### src/rtl/multicycle_controller_if.sv
// Control/handshake bundle between the multicycle controller (master) and the
// datapath/memory side (slave).
interface multicycle_controller_if #(
  parameter int RET_W = 32
);
  logic [6:0]       Opcode;
  logic             mem_ready;
  logic             mem_req;
  logic             IorD;
  logic             IRWrite;
  logic             PCWrite;
  logic             ALUSrc;
  logic             RegWrite;
  logic             MemRead;
  logic             MemWrite;
  logic             Branch;
  logic             Jump;
  logic             JumpR;
  logic [1:0]       MemtoReg;
  logic [1:0]       ALUOp;
  logic [2:0]       state;
  logic             trap;
  logic             illegal;
  logic             mem_err;
  logic [RET_W-1:0] retired;

  modport master (
    input  Opcode, mem_ready,
    output mem_req, IorD, IRWrite, PCWrite, ALUSrc, RegWrite, MemRead, MemWrite,
           Branch, Jump, JumpR, MemtoReg, ALUOp, state, trap, illegal, mem_err, retired
  );

  modport slave (
    output Opcode, mem_ready,
    input  mem_req, IorD, IRWrite, PCWrite, ALUSrc, RegWrite, MemRead, MemWrite,
           Branch, Jump, JumpR, MemtoReg, ALUOp, state, trap, illegal, mem_err, retired
  );
endinterface

### src/rtl/multicycle_controller.sv
// Multicycle RISC-V style control FSM with memory wait timeout and sticky fault flags.
// Define MCC_UTYPE_EN to make LUI/AUIPC legal (otherwise they trap in DECODE).
module multicycle_controller #(
  parameter int MAX_WAIT = 15,
  parameter int RET_W    = 32
) (
  input  logic                   clk,
  input  logic                   reset_n,
  multicycle_controller_if.master bus
);
  typedef enum logic [2:0] {
    FETCH  = 3'd0,
    DECODE = 3'd1,
    EXEC   = 3'd2,
    MEM    = 3'd3,
    WB     = 3'd4,
    TRAP   = 3'd7
  } state_t;

  typedef struct packed {
    logic       mem_req, iord, ir_write, pc_write, alu_src, reg_write;
    logic       mem_read, mem_write, branch, jump, jump_r;
    logic [1:0] mem_to_reg;
    logic [1:0] alu_op;
  } ctl_t;

  localparam logic [6:0] OP_R     = 7'b0110011;
  localparam logic [6:0] OP_IMM   = 7'b0010011;
  localparam logic [6:0] OP_LW    = 7'b0000011;
  localparam logic [6:0] OP_SW    = 7'b0100011;
  localparam logic [6:0] OP_BR    = 7'b1100011;
  localparam logic [6:0] OP_JAL   = 7'b1101111;
  localparam logic [6:0] OP_JALR  = 7'b1100111;
  localparam logic [6:0] OP_LUI   = 7'b0110111;
  localparam logic [6:0] OP_AUIPC = 7'b0010111;
  localparam logic [7:0] WAIT_LAST = 8'(MAX_WAIT - 1);

`ifdef MCC_UTYPE_EN
  localparam bit UTYPE_EN = 1'b1;
`else
  localparam bit UTYPE_EN = 1'b0;
`endif

  function automatic logic op_legal(input logic [6:0] op);
    case (op)
      OP_R, OP_IMM, OP_LW, OP_SW, OP_BR, OP_JAL, OP_JALR: return 1'b1;
      OP_LUI, OP_AUIPC:                                   return UTYPE_EN;
      default:                                            return 1'b0;
    endcase
  endfunction

  // Pure Moore decode; evaluated on the next state so the outputs can be registered.
  function automatic ctl_t decode(input state_t st, input logic [6:0] op);
    ctl_t c;
    c = '0;
    case (st)
      FETCH: begin
        c.mem_req  = 1'b1;
        c.mem_read = 1'b1;
      end
      DECODE: begin
        c.ir_write = 1'b1;
        c.pc_write = 1'b1;
      end
      EXEC: begin
        case (op)
          OP_R:   c.alu_op = 2'b10;
          OP_IMM: begin
            c.alu_src = 1'b1;
            c.alu_op  = 2'b11;
          end
          OP_LW, OP_SW: c.alu_src = 1'b1;
          OP_BR: begin
            c.branch = 1'b1;
            c.alu_op = 2'b01;
          end
          OP_JAL: begin
            c.jump       = 1'b1;
            c.reg_write  = 1'b1;
            c.mem_to_reg = 2'b10;
            c.pc_write   = 1'b1;
          end
          OP_JALR: begin
            c.jump_r     = 1'b1;
            c.alu_src    = 1'b1;
            c.alu_op     = 2'b11;
            c.reg_write  = 1'b1;
            c.mem_to_reg = 2'b10;
            c.pc_write   = 1'b1;
          end
          OP_AUIPC: c.alu_src = UTYPE_EN;
          default:  ;
        endcase
      end
      MEM: begin
        c.mem_req   = 1'b1;
        c.iord      = 1'b1;
        c.mem_read  = (op == OP_LW);
        c.mem_write = (op == OP_SW);
      end
      WB: begin
        c.reg_write = 1'b1;
        if (op == OP_LW)
          c.mem_to_reg = 2'b01;
        else if (UTYPE_EN && op == OP_LUI)
          c.mem_to_reg = 2'b11;
      end
      default: ;
    endcase
    return c;
  endfunction

  state_t           state_reg, state_next;
  logic [6:0]       opop_reg, opop_next;
  logic [7:0]       wait_reg, wait_next;
  logic [RET_W-1:0] retired_reg, retired_next;
  logic             illegal_reg, illegal_next;
  logic             mem_err_reg, mem_err_next;
  logic             trap_reg;
  ctl_t             ctl_reg;

  always_comb begin
    state_next   = state_reg;
    opop_next    = opop_reg;
    wait_next    = wait_reg;
    illegal_next = illegal_reg;
    mem_err_next = mem_err_reg;
    retired_next = retired_reg;
    case (state_reg)
      FETCH, MEM: begin
        // A completion in the last allowed cycle still wins over the timeout.
        if (bus.mem_ready) begin
          if (state_reg == FETCH)
            state_next = DECODE;
          else if (opop_reg == OP_SW)
            state_next = FETCH;
          else
            state_next = WB;
        end else if (wait_reg == WAIT_LAST) begin
          state_next   = TRAP;
          mem_err_next = 1'b1;
        end else begin
          wait_next = wait_reg + 8'd1;
        end
      end
      DECODE: begin
        opop_next = bus.Opcode;
        if (op_legal(bus.Opcode)) begin
          state_next = EXEC;
        end else begin
          state_next   = TRAP;
          illegal_next = 1'b1;
        end
      end
      EXEC: begin
        case (opop_reg)
          OP_R, OP_IMM, OP_LUI, OP_AUIPC: state_next = WB;
          OP_LW, OP_SW:                   state_next = MEM;
          default:                        state_next = FETCH;
        endcase
      end
      WB:      state_next = FETCH;
      default: state_next = TRAP;
    endcase
    if ((state_next == FETCH || state_next == MEM) && state_next != state_reg)
      wait_next = '0;
    if (state_next == FETCH && (state_reg == EXEC || state_reg == MEM || state_reg == WB))
      retired_next = retired_reg + RET_W'(1);
  end

  always_ff @(posedge clk) begin
    if (!reset_n) begin
      state_reg   <= FETCH;
      opop_reg    <= '0;
      wait_reg    <= '0;
      retired_reg <= '0;
      illegal_reg <= 1'b0;
      mem_err_reg <= 1'b0;
      trap_reg    <= 1'b0;
      ctl_reg     <= decode(FETCH, 7'd0);
    end else begin
      state_reg   <= state_next;
      opop_reg    <= opop_next;
      wait_reg    <= wait_next;
      retired_reg <= retired_next;
      illegal_reg <= illegal_next;
      mem_err_reg <= mem_err_next;
      trap_reg    <= (state_next == TRAP);
      ctl_reg     <= decode(state_next, opop_next);
    end
  end

  assign bus.mem_req  = ctl_reg.mem_req;
  assign bus.IorD     = ctl_reg.iord;
  assign bus.IRWrite  = ctl_reg.ir_write;
  assign bus.PCWrite  = ctl_reg.pc_write;
  assign bus.ALUSrc   = ctl_reg.alu_src;
  assign bus.RegWrite = ctl_reg.reg_write;
  assign bus.MemRead  = ctl_reg.mem_read;
  assign bus.MemWrite = ctl_reg.mem_write;
  assign bus.Branch   = ctl_reg.branch;
  assign bus.Jump     = ctl_reg.jump;
  assign bus.JumpR    = ctl_reg.jump_r;
  assign bus.MemtoReg = ctl_reg.mem_to_reg;
  assign bus.ALUOp    = ctl_reg.alu_op;
  assign bus.state    = state_reg;
  assign bus.trap     = trap_reg;
  assign bus.illegal  = illegal_reg;
  assign bus.mem_err  = mem_err_reg;
  assign bus.retired  = retired_reg;
endmodule

### src/flat_wrapper.sv
// flat-port wrapper written by rule: the top's interface ports become plain ports
module multicycle_controller_flat 
#(
  parameter int MAX_WAIT = 15,
  parameter int RET_W    = 32
)
  (clk, reset_n, bus_Opcode, bus_mem_ready, bus_mem_req, bus_IorD, bus_IRWrite, bus_PCWrite, bus_ALUSrc, bus_RegWrite, bus_MemRead, bus_MemWrite, bus_Branch, bus_Jump, bus_JumpR, bus_MemtoReg, bus_ALUOp, bus_state, bus_trap, bus_illegal, bus_mem_err, bus_retired);
  multicycle_controller_if #(.RET_W(RET_W)) bus_i ();
  input  logic clk;
  input  logic reset_n;
  input wire logic [$bits(bus_i.Opcode)-1:0] bus_Opcode;
  input wire logic [$bits(bus_i.mem_ready)-1:0] bus_mem_ready;
  output wire logic [$bits(bus_i.mem_req)-1:0] bus_mem_req;
  output wire logic [$bits(bus_i.IorD)-1:0] bus_IorD;
  output wire logic [$bits(bus_i.IRWrite)-1:0] bus_IRWrite;
  output wire logic [$bits(bus_i.PCWrite)-1:0] bus_PCWrite;
  output wire logic [$bits(bus_i.ALUSrc)-1:0] bus_ALUSrc;
  output wire logic [$bits(bus_i.RegWrite)-1:0] bus_RegWrite;
  output wire logic [$bits(bus_i.MemRead)-1:0] bus_MemRead;
  output wire logic [$bits(bus_i.MemWrite)-1:0] bus_MemWrite;
  output wire logic [$bits(bus_i.Branch)-1:0] bus_Branch;
  output wire logic [$bits(bus_i.Jump)-1:0] bus_Jump;
  output wire logic [$bits(bus_i.JumpR)-1:0] bus_JumpR;
  output wire logic [$bits(bus_i.MemtoReg)-1:0] bus_MemtoReg;
  output wire logic [$bits(bus_i.ALUOp)-1:0] bus_ALUOp;
  output wire logic [$bits(bus_i.state)-1:0] bus_state;
  output wire logic [$bits(bus_i.trap)-1:0] bus_trap;
  output wire logic [$bits(bus_i.illegal)-1:0] bus_illegal;
  output wire logic [$bits(bus_i.mem_err)-1:0] bus_mem_err;
  output wire logic [$bits(bus_i.retired)-1:0] bus_retired;
  assign bus_i.Opcode = bus_Opcode;
  assign bus_i.mem_ready = bus_mem_ready;
  assign bus_mem_req = bus_i.mem_req;
  assign bus_IorD = bus_i.IorD;
  assign bus_IRWrite = bus_i.IRWrite;
  assign bus_PCWrite = bus_i.PCWrite;
  assign bus_ALUSrc = bus_i.ALUSrc;
  assign bus_RegWrite = bus_i.RegWrite;
  assign bus_MemRead = bus_i.MemRead;
  assign bus_MemWrite = bus_i.MemWrite;
  assign bus_Branch = bus_i.Branch;
  assign bus_Jump = bus_i.Jump;
  assign bus_JumpR = bus_i.JumpR;
  assign bus_MemtoReg = bus_i.MemtoReg;
  assign bus_ALUOp = bus_i.ALUOp;
  assign bus_state = bus_i.state;
  assign bus_trap = bus_i.trap;
  assign bus_illegal = bus_i.illegal;
  assign bus_mem_err = bus_i.mem_err;
  assign bus_retired = bus_i.retired;
  multicycle_controller #(.MAX_WAIT(MAX_WAIT), .RET_W(RET_W)) u_core (.clk(clk), .reset_n(reset_n), .bus(bus_i));
endmodule
### config.mk
export PLATFORM = sky130hd
export DESIGN_NAME = multicycle_controller_flat
export DESIGN_NICKNAME = d
export VERILOG_FILES = /design/src/rtl/multicycle_controller_if.sv /design/src/rtl/multicycle_controller.sv /design/src/flat_wrapper.sv
export SDC_FILE = /design/constraint.sdc
export NUM_CORES = 1
export LEC_CHECK = 0
export ABC_CLOCK_PERIOD_IN_PS = 3300
export BUFFER_PORTS_ARGS = -buffer_cell sky130_fd_sc_hd__buf_2
export CORE_MARGIN = 1
export CORE_UTILIZATION = 38
export CTS_CLUSTER_SIZE = 12
export DETAILED_ROUTE_END_ITERATION = 16
export GPL_TIMING_DRIVEN = 0
export HOLD_SLACK_MARGIN = 0.06
export PLACE_DENSITY = 0.63
export SYNTH_ARGS = -nofsm -noshare
export SYNTH_HDL_FRONTEND = slang
export SYNTH_SLANG_ARGS = --single-unit
export TNS_END_PERCENT = 20
### constraint.sdc
create_clock -name clk -period 3.3 [get_ports clk]
set_input_delay 0.66 -clock clk [delete_from_list [all_inputs] [get_ports clk]]
set_output_delay 0.66 -clock clk [all_outputs]
set_load 0.05 [all_outputs]
**Word-level counts from Yosys, hierarchy flattened**

Cells that the tools add are included.
W data, S select, Z words.

- Register bits: 68
- Latch bits: 0
- Memory bits (writable): 0
- Memory bits (read-only): 0
- Output and inout port bits: 53
- Logic and storage cells: 103
- Memories kept: 0

- Add/subtract/negate cells: 2
- Multiply operators: 0
- Divide/modulo/power cells: 0
- $lt $le $gt $ge: 0
- Equal/unequal tests: 31
- Shift operators: 0
- Mux-type cells: 25
- Bitwise operators: 4
- Reductions and logical operators: 21

Operators by type and width:

| operator | count |
|---|---|
| $eq A7 B6 Y1 const B | 7 |
| $eq A7 B7 Y1 const B | 6 |
| $add A32 B1 Y32 const B | 1 |
| $eq A7 B5 Y1 const B | 4 |
| $eq A7 B2 Y1 const B | 3 |
| $mux W3 | 5 |
| $eq A3 B2 Y1 const B | 4 |
| $pmux W3 S4 | 1 |
| $reduce_or A2 Y1 | 6 |
| $mux W1 | 11 |
| $eq A3 B3 Y1 const B | 3 |
| $add A8 B1 Y8 const B | 1 |
| $eq A8 B4 Y1 const B | 1 |
| $reduce_or A4 Y1 | 2 |
| $mux W7 | 1 |
| $reduce_or A7 Y1 | 1 |
| $eq A3 B1 Y1 const B | 2 |
| $logic_not A3 Y1 | 2 |
| $pmux W1 S2 | 3 |
| $pmux W2 S3 | 1 |
| $pmux W3 S2 | 1 |
| $reduce_and A2 Y1 | 3 |
| $reduce_and A3 Y1 | 2 |
| $not A1 Y1 | 4 |
| 5 further kinds | 8 |

**Logic depth before layout (Yosys ltp)**

Gate-level depths: netlist of the first run.

- Word-level depth: 10
- Gate-level depth with buffers: 11
- Depth with buffers taken out: 8

**Worst setup path before layout of the first run**

No wires, ideal clock.

- Path kind: register to register
- Start: register u_core.state_reg[1], in the netlist u_core.bus.state[1]
- End: register u_core.retired_reg[24], in the netlist u_core.bus.retired[24]
- Data arrival time: 2.678 ns
- Slack: 0.551 ns
- Stages on the path, launching flop included: 9
- Period minus slack after synthesis: 2.749 ns
- Cell sequence: dfxtp_1 -> or3b_2 -> a31oi_1 -> a221oi_2 -> or3_1 -> buf_2 -> buf_6 -> or4_1 -> a21oi_1

- Cells in the longest elaborated chain, start to end: 6

RTL lines:

| item | RTL line | RTL |
|---|---|---|
| from (decl) | multicycle_controller.sv:113 | `state_t state_reg, state_next;` |
| from (signal assigned) | multicycle_controller.sv:182 | `state_reg <= state_next;` |
| $logic_not A3 Y1 | multicycle_controller.sv:129, multicycle_controller.sv:133 |  |
| $mux W3 | multicycle_controller.sv:133 | `if (state_reg == FETCH)` |
| $mux W3 | multicycle_controller.sv:132 | `if (bus.mem_ready) begin` |
| $pmux W3 S4 | multicycle_controller.sv:129 | `case (state_reg)` |
| $logic_not A3 Y1 | multicycle_controller.sv:167 | `if (state_next == FETCH && (state_reg == EXEC \|\| state_reg == MEM \|\| state_reg == WB))` |
| $logic_and A1 B1 Y1 * | multicycle_controller.sv:167 |  |
| to (signal assigned) | multicycle_controller.sv:185 | `retired_reg <= retired_next;` |
| to (decl) | multicycle_controller.sv:116 | `logic [RET_W-1:0] retired_reg, retired_next;` |

Mark *: on every way between the ends. The rest lies on a longest branch, timed or not.
A chain may end at the register's enable or synchronous reset.

**Worst setup path after layout of the first run**

- Start: register u_core.state_reg[0], in the netlist u_core.bus.state[0]
- End: register u_core.ctl_reg (netlist bit u_core.bus.Jump)

- Cells in the longest elaborated chain, start to end: 6

RTL lines:

| item | RTL line | RTL |
|---|---|---|
| $logic_not A3 Y1 | multicycle_controller.sv:129, multicycle_controller.sv:133 |  |
| $mux W3 | multicycle_controller.sv:133 |  |
| $mux W3 | multicycle_controller.sv:132 |  |
| $pmux W3 S4 | multicycle_controller.sv:129 |  |
| $eq A3 B2 Y1 | multicycle_controller.sv:56 | `case (st)` |
| $reduce_and A2 Y1 (no line) | - |  |
| to (signal assigned) | multicycle_controller.sv:180 | `ctl_reg <= decode(FETCH, 7'd0);` |
| to (signal assigned) | multicycle_controller.sv:189 | `ctl_reg <= decode(state_next, opop_next);` |
| to (decl) | multicycle_controller.sv:120 | `ctl_t ctl_reg;` |

Several ways; a longest one is shown, not always the timed one.

==> run_results.csv, run 1 <==
group,metric,value,unit
status,status,"finished, final reports clean",
yosys,synth_top_cell_area_share,39.94,%
run,cap_violations,0,
critical_path,crit_arrival,3.22,ns
grt,antenna_found_initial,0,
place,gp_congestion,0.9076,
clocking,clk_path_buf_depth,2,
timing,rsz0062_at_grt,"false",
critical_path,crit_type,"register to register",
timing,layout_worst_path_cycle_share,89.74,%
power,powerDensity,511.8,nW/um2
yosys,postSynthAreaPerCell,8.457,um2
yosys,syn_nets,416,
finish,nets,489,
routing,wirelength,8825,um
routing,drc,0,
yosys,synthCells,403,
timing,hold_viol_final,0,
clocking,clk_pin_slew,0.08,ns
timing,tns,0,ns
clocking,cts_tree,"yes",
routing,first_iter_violations,230,
clocking,postCtsSetupRepairBufs,0,
grt,grt_max_degree,14,
routing,vias,3261,
critical_path,cp.required,3.56,ns
yosys,synth_most_common_cell,"dfxtp_1",
grt,grt_pass1_vias,2920,
routing,first_pass_iters,4,
place,dpl.hpwl,6503,um
grt,grt_pass1_wl,14600,um
grt,gr-total-overflow,0,
yosys,yosys_most_used_dff,"dfxtp_1",
die,num_io_pins,63,
yosys,syn-cell-area,3408,um2
timing,relSlewSlack,40.65,%
yosys,async_flop_share,0,%
routing,avgRoutedWirePerCell,14.98,um
die,die_h,96.71,um
clocking,ctsHtreeMaxLevel,3,
routing,viasPerCell,5.537,
yosys,yosysWarnings,0,
power,total_power,2079,uW
yosys,ys_seq_area_share,39.94,%
yosys,synth_top_cell_by_area,"dfxtp_1",
timing,clock_skew,0.01210,ns
finish,largest_register_ffs,32,
clocking,holdBufCountCts,0,
critical_path,end_kind,"register",
die,core,8721,um2
yosys,synth_seq_cells,68,
clocking,cts_made_buffers,9,
timing,setup_viol,0,
routing,ant_nets,0,
finish,num_antenna_cells,0,
timing,worst_pin_slew,0.8821,ns
critical_path,worst_setup_path_start_kind,"register",
power,p_leak,0.001537,uW
die,die_x,96.71,um
place,dpl_cell_area,3854,um2
finish,area.growth.synth_to_final,19.20,%
power,ir_drop,0.0002550,V
yosys,synth.distinct_cells,61,
timing,max_freq,337.7,MHz
die,rows,34,
critical_path,reg2reg_setup_slack,0.34,ns
clocking,cts_resized,0,
die,start_util,39.08,%
yosys,synth_commonest_cells,"dfxtp_1, nor2_1, nand2_1",
timing,drv_slew,0,
yosys,synth_edf_count,0,
finish,final_area,4063,um2
clocking,clk_latency,0.35,ns
die,die-area,9352,um2
clocking,cts_sinks,68,
clocking,cts_root_buf,"clkbuf_8",
yosys,synthTopCellsByArea,"dfxtp_1, nor2_1, nand2_1",
critical_path,worstPathMaxFanout,10,
grt,grt.total_usage,19.12,%
min_path,worstHoldPathType,"register to register",
timing,period_needed,2.961,ns
finish,drive_gt1_share,21.00,%
place,port_buffers,62,
-- worst paths after layout --
check / from / to / cells after the start
worst max-delay path: u_core.bus.state[0] / u_core.bus.Jump / 7
worst min-delay path: u_core.bus.illegal / u_core.bus.illegal / 2
worst max register to register: u_core.bus.state[0] / u_core.bus.Jump / 7
worst min register to register: u_core.bus.illegal / u_core.bus.illegal / 2
-- power breakdown --
part / internal (uW) / switching [uW]
sequential: 861 / 37.7
clock: 376 / 336
combinational: 143 / 326
total: 1380 / 700
-- metal layers --
metal  global-route usage, %  part of all wire [%]  wire length, um  vias to the layer above
li1                        -                     -                -                     1635
met1                   26.55                    47             4189                     1525
met2                   29.36                    46             4044                       91
met3                   4.191                   5.5              481                       10
met4                   6.315                   1.2              110                        0
met5                       0                     0                0                        -
-- layout by cell type, fill, tap and decap left out, types with 3 or more instances in the layout --
master and count:
dfxtp_1 68, buf_2 67, nor2_1 47, nand2_1 42
a21oi_1 23, nand3_1 21, nor4_1 14, xnor2_1 12
o21ai_0 12, nand4_1 12, mux2i_1 10, or4_1 10
clkbuf_8 10, clkbuf_1 9, nand2b_1 9, o31ai_1 9
inv_1 7, and3_1 7, nor3_1 6, or3_1 6
nand3b_1 5, a31oi_1 5, nor2b_1 3, and2_1 3
o31a_1 3, a21boi_0 3, xor2_1 3, o21a_1 3
ha_1 3
-- per-stage QoR --
step / utilization [%] / std cells / hold WS, ns / setup slack (ns)
2_1_floorplan: - / 403 / 0.4532 / 0.5513
3_3_place_gp: 44.19 / 573 / 0.4417 / 0.2680
3_5_place_dp: 44.19 / 573 / 0.4401 / 0.2274
4_1_cts: 46.59 / 589 / 0.4510 / 0.3392
5_1_grt: 46.59 / 589 / 0.4739 / 0.02769
6_report: 46.59 / 589 / 0.4473 / 0.3386
-- layout make-up --
| class | instances | area (um2) |
|---|---|---|
| inverter | 8 | 30.03 |
| buffer | 16 | 81.33 |
| timing repair buffer | 62 | 310.3 |
| fill | 870 | 4658 |
| clock inverter | 6 | 71.32 |
| sequential | 68 | 1361 |
| tap | 108 | 135.1 |
| clock buffer | 10 | 137.6 |
| multi-input combinational | 311 | 1936 |
-- worst max-delay path, cell delays in order, from the launching register on --
cell	delay (ns)
dfxtp_1	0.45
buf_2	0.25
nor3b_2	0.51
mux2_2	0.42
nor4_1	0.50
and2_1	0.25
nor3b_1	0.28
a21boi_0	0.21
-- cell families after synthesis --
logic type	synth area share [%]
buf+inv	3.267
fa+ha+maj	1.101
simple gates	31.87
flops	39.94
mux	3.598
compound gates	16.37
xor+xnor	3.855
No activity file was read; power rests on OpenSTA's default activity.
==> run 2: changes to the inputs <==
ABC_CLOCK_PERIOD_IN_PS = 2710   (was 3300)
PLACE_DENSITY = 0.65   (was 0.63)
clock period = 2.71 ns   (was 3.3 ns; I/O delays follow)
==> run_results.csv, run 2 (synthesized netlist as in run 1, its figures left out) <==
group,metric,value,unit
routing,first_iter_violations,283,
die,rows,34,
die,core,8721,um2
timing,clock_skew,0.01026,ns
status,status,"finished, final reports clean",
routing,drc,0,
place,gp_congestion,0.8765,
timing,worst_pin_slew,0.8324,ns
timing,max_freq,379.4,MHz
die,die-area,9352,um2
timing,fin_ws,0.07414,ns
power,total_power,2469,uW
critical_path,end_kind,"register",
critical_path,worstPathMaxFanout,10,
die,die_h,96.71,um
finish,nets,493,
die,start_util,39.08,%
routing,wirelength,8910,um
grt,grt_pass1_vias,2972,
timing,setup_viol,0,
clocking,cts_made_buffers,9,
place,dpl.hpwl,6451,um
clocking,clk_pin_slew,0.07,ns
timing,relSlewSlack,43.99,%
run,cap_violations,0,
timing,tns,0,ns
routing,avgRoutedWirePerCell,15.05,um
die,num_io_pins,63,
clocking,cts_root_buf,"clkbuf_8",
grt,grt.total_usage,19.52,%
finish,final_cell_mix,"buf_2, dfxtp_1, nor2_1, nand2_1, a21oi_1",
timing,period_needed,2.636,ns
timing,layout_worst_path_cycle_share,97.26,%
min_path,worstHoldPathType,"register to register",
timing,hold_viol_final,0,
place,pre_cts_slack,-0.2429,ns
power,ir_drop,0.0002497,V
grt,grt_max_degree,11,
critical_path,cp.required,2.99,ns
clocking,cts_sinks,68,
grt,antenna_found_initial,0,
routing,first_pass_iters,6,
clocking,clk_latency,0.35,ns
grt,gr-total-overflow,0,
clocking,cts_tree,"yes",
place,dp.cells,573,
timing,drv_slew,0,
finish,drive_gt1_share,23.35,%
routing,viasPerCell,5.610,
finish,final_cell_count_no_fill,592,
routing,vias,3321,
finish,num_antenna_cells,0,
critical_path,crit_type,"input port to register",
power,powerDensity,597.2,nW/um2
grt,grt_pass1_wl,14720,um
power,p_leak,0.001567,uW
timing,rsz0062_at_grt,"true",
clocking,holdBufCountCts,0,
routing,ant_nets,0,
clocking,ctsHtreeMaxLevel,3,
finish,area.growth.synth_to_final,21.29,%
place,port_buffers,62,
clocking,clk_path_buf_depth,2,
critical_path,worst_setup_path_start_kind,"input port",
die,die_x,96.71,um
finish,largest_register_ffs,32,
critical_path,crit_arrival,2.91,ns
run 2: critical path: stages:
cell,delay [ns]
buf_2,0.14
or2_1,0.22
a221oi_2,0.47
a221oi_4,0.19
or3_1,0.39
buf_2,0.15
buf_6,0.14
or4_1,0.52
a21oi_1,0.15
run 2: layer usage:
metal / wire (um) / vias to the layer above / GRT usage, %
li1: - / 1639 / -
met1: 4238 / 1590 / 25.88
met2: 4108 / 82 / 28.76
met3: 413 / 10 / 6.214
met4: 150 / 0 / 8.955
met5: 0 / - / 0
run 2: final cells by class:
type / instances / area, um2
Multi-Input combinational cell: 311 / 2009
Buffer: 16 / 86.33
Inverter: 8 / 30.03
Fill cell: 844 / 4587
Clock inverter: 2 / 10.01
Tap cell: 108 / 135.1
Sequential cell: 68 / 1364
Timing Repair Buffer: 66 / 340.3
Clock buffer: 13 / 158.9
run 2: repair_timing:
item / 4_1_cts / 5_1_grt
pin swaps: 0 / 6
gates resized for setup: 4 / 13
setup endpoints to repair: 11 / 31
buffers inserted: 0 / 4
run 2: worst paths after layout:
kind	startpoint	end	slack (ns)	depth (start not counted)
worst max-delay path	bus_Opcode[2]	u_core.bus.retired[27]	0.07	9
worst min-delay path	u_core.bus.illegal	u_core.bus.illegal	0.45	2
worst min register to register	u_core.bus.illegal	u_core.bus.illegal	0.45	2
worst max register to register	u_core.bus.state[1]	u_core.bus.retired[27]	0.09	9
run 2: through the flow:
step                      area [um2]  hold WS, ns  util [%]
final                           4134       0.4526     47.40
after global placement          3855       0.4342     44.20
after floorplan                 3410       0.4532         -
after detailed placement        3855       0.4496     44.20
after CTS                       4043       0.4409     46.36
after global routing            4134       0.4586     47.40
run 2: power by group:
| group | leakage, uW | total (uW) | internal [uW] | switching (uW) |
|---|---|---|---|---|
| clock network | 0.0000893 | 739 | 375 | 365 |
| registers | 0.000551 | 1100 | 1050 | 45.6 |
| logic | 0.000927 | 634 | 209 | 425 |
| total | 0.00157 | 2470 | 1630 | 835 |
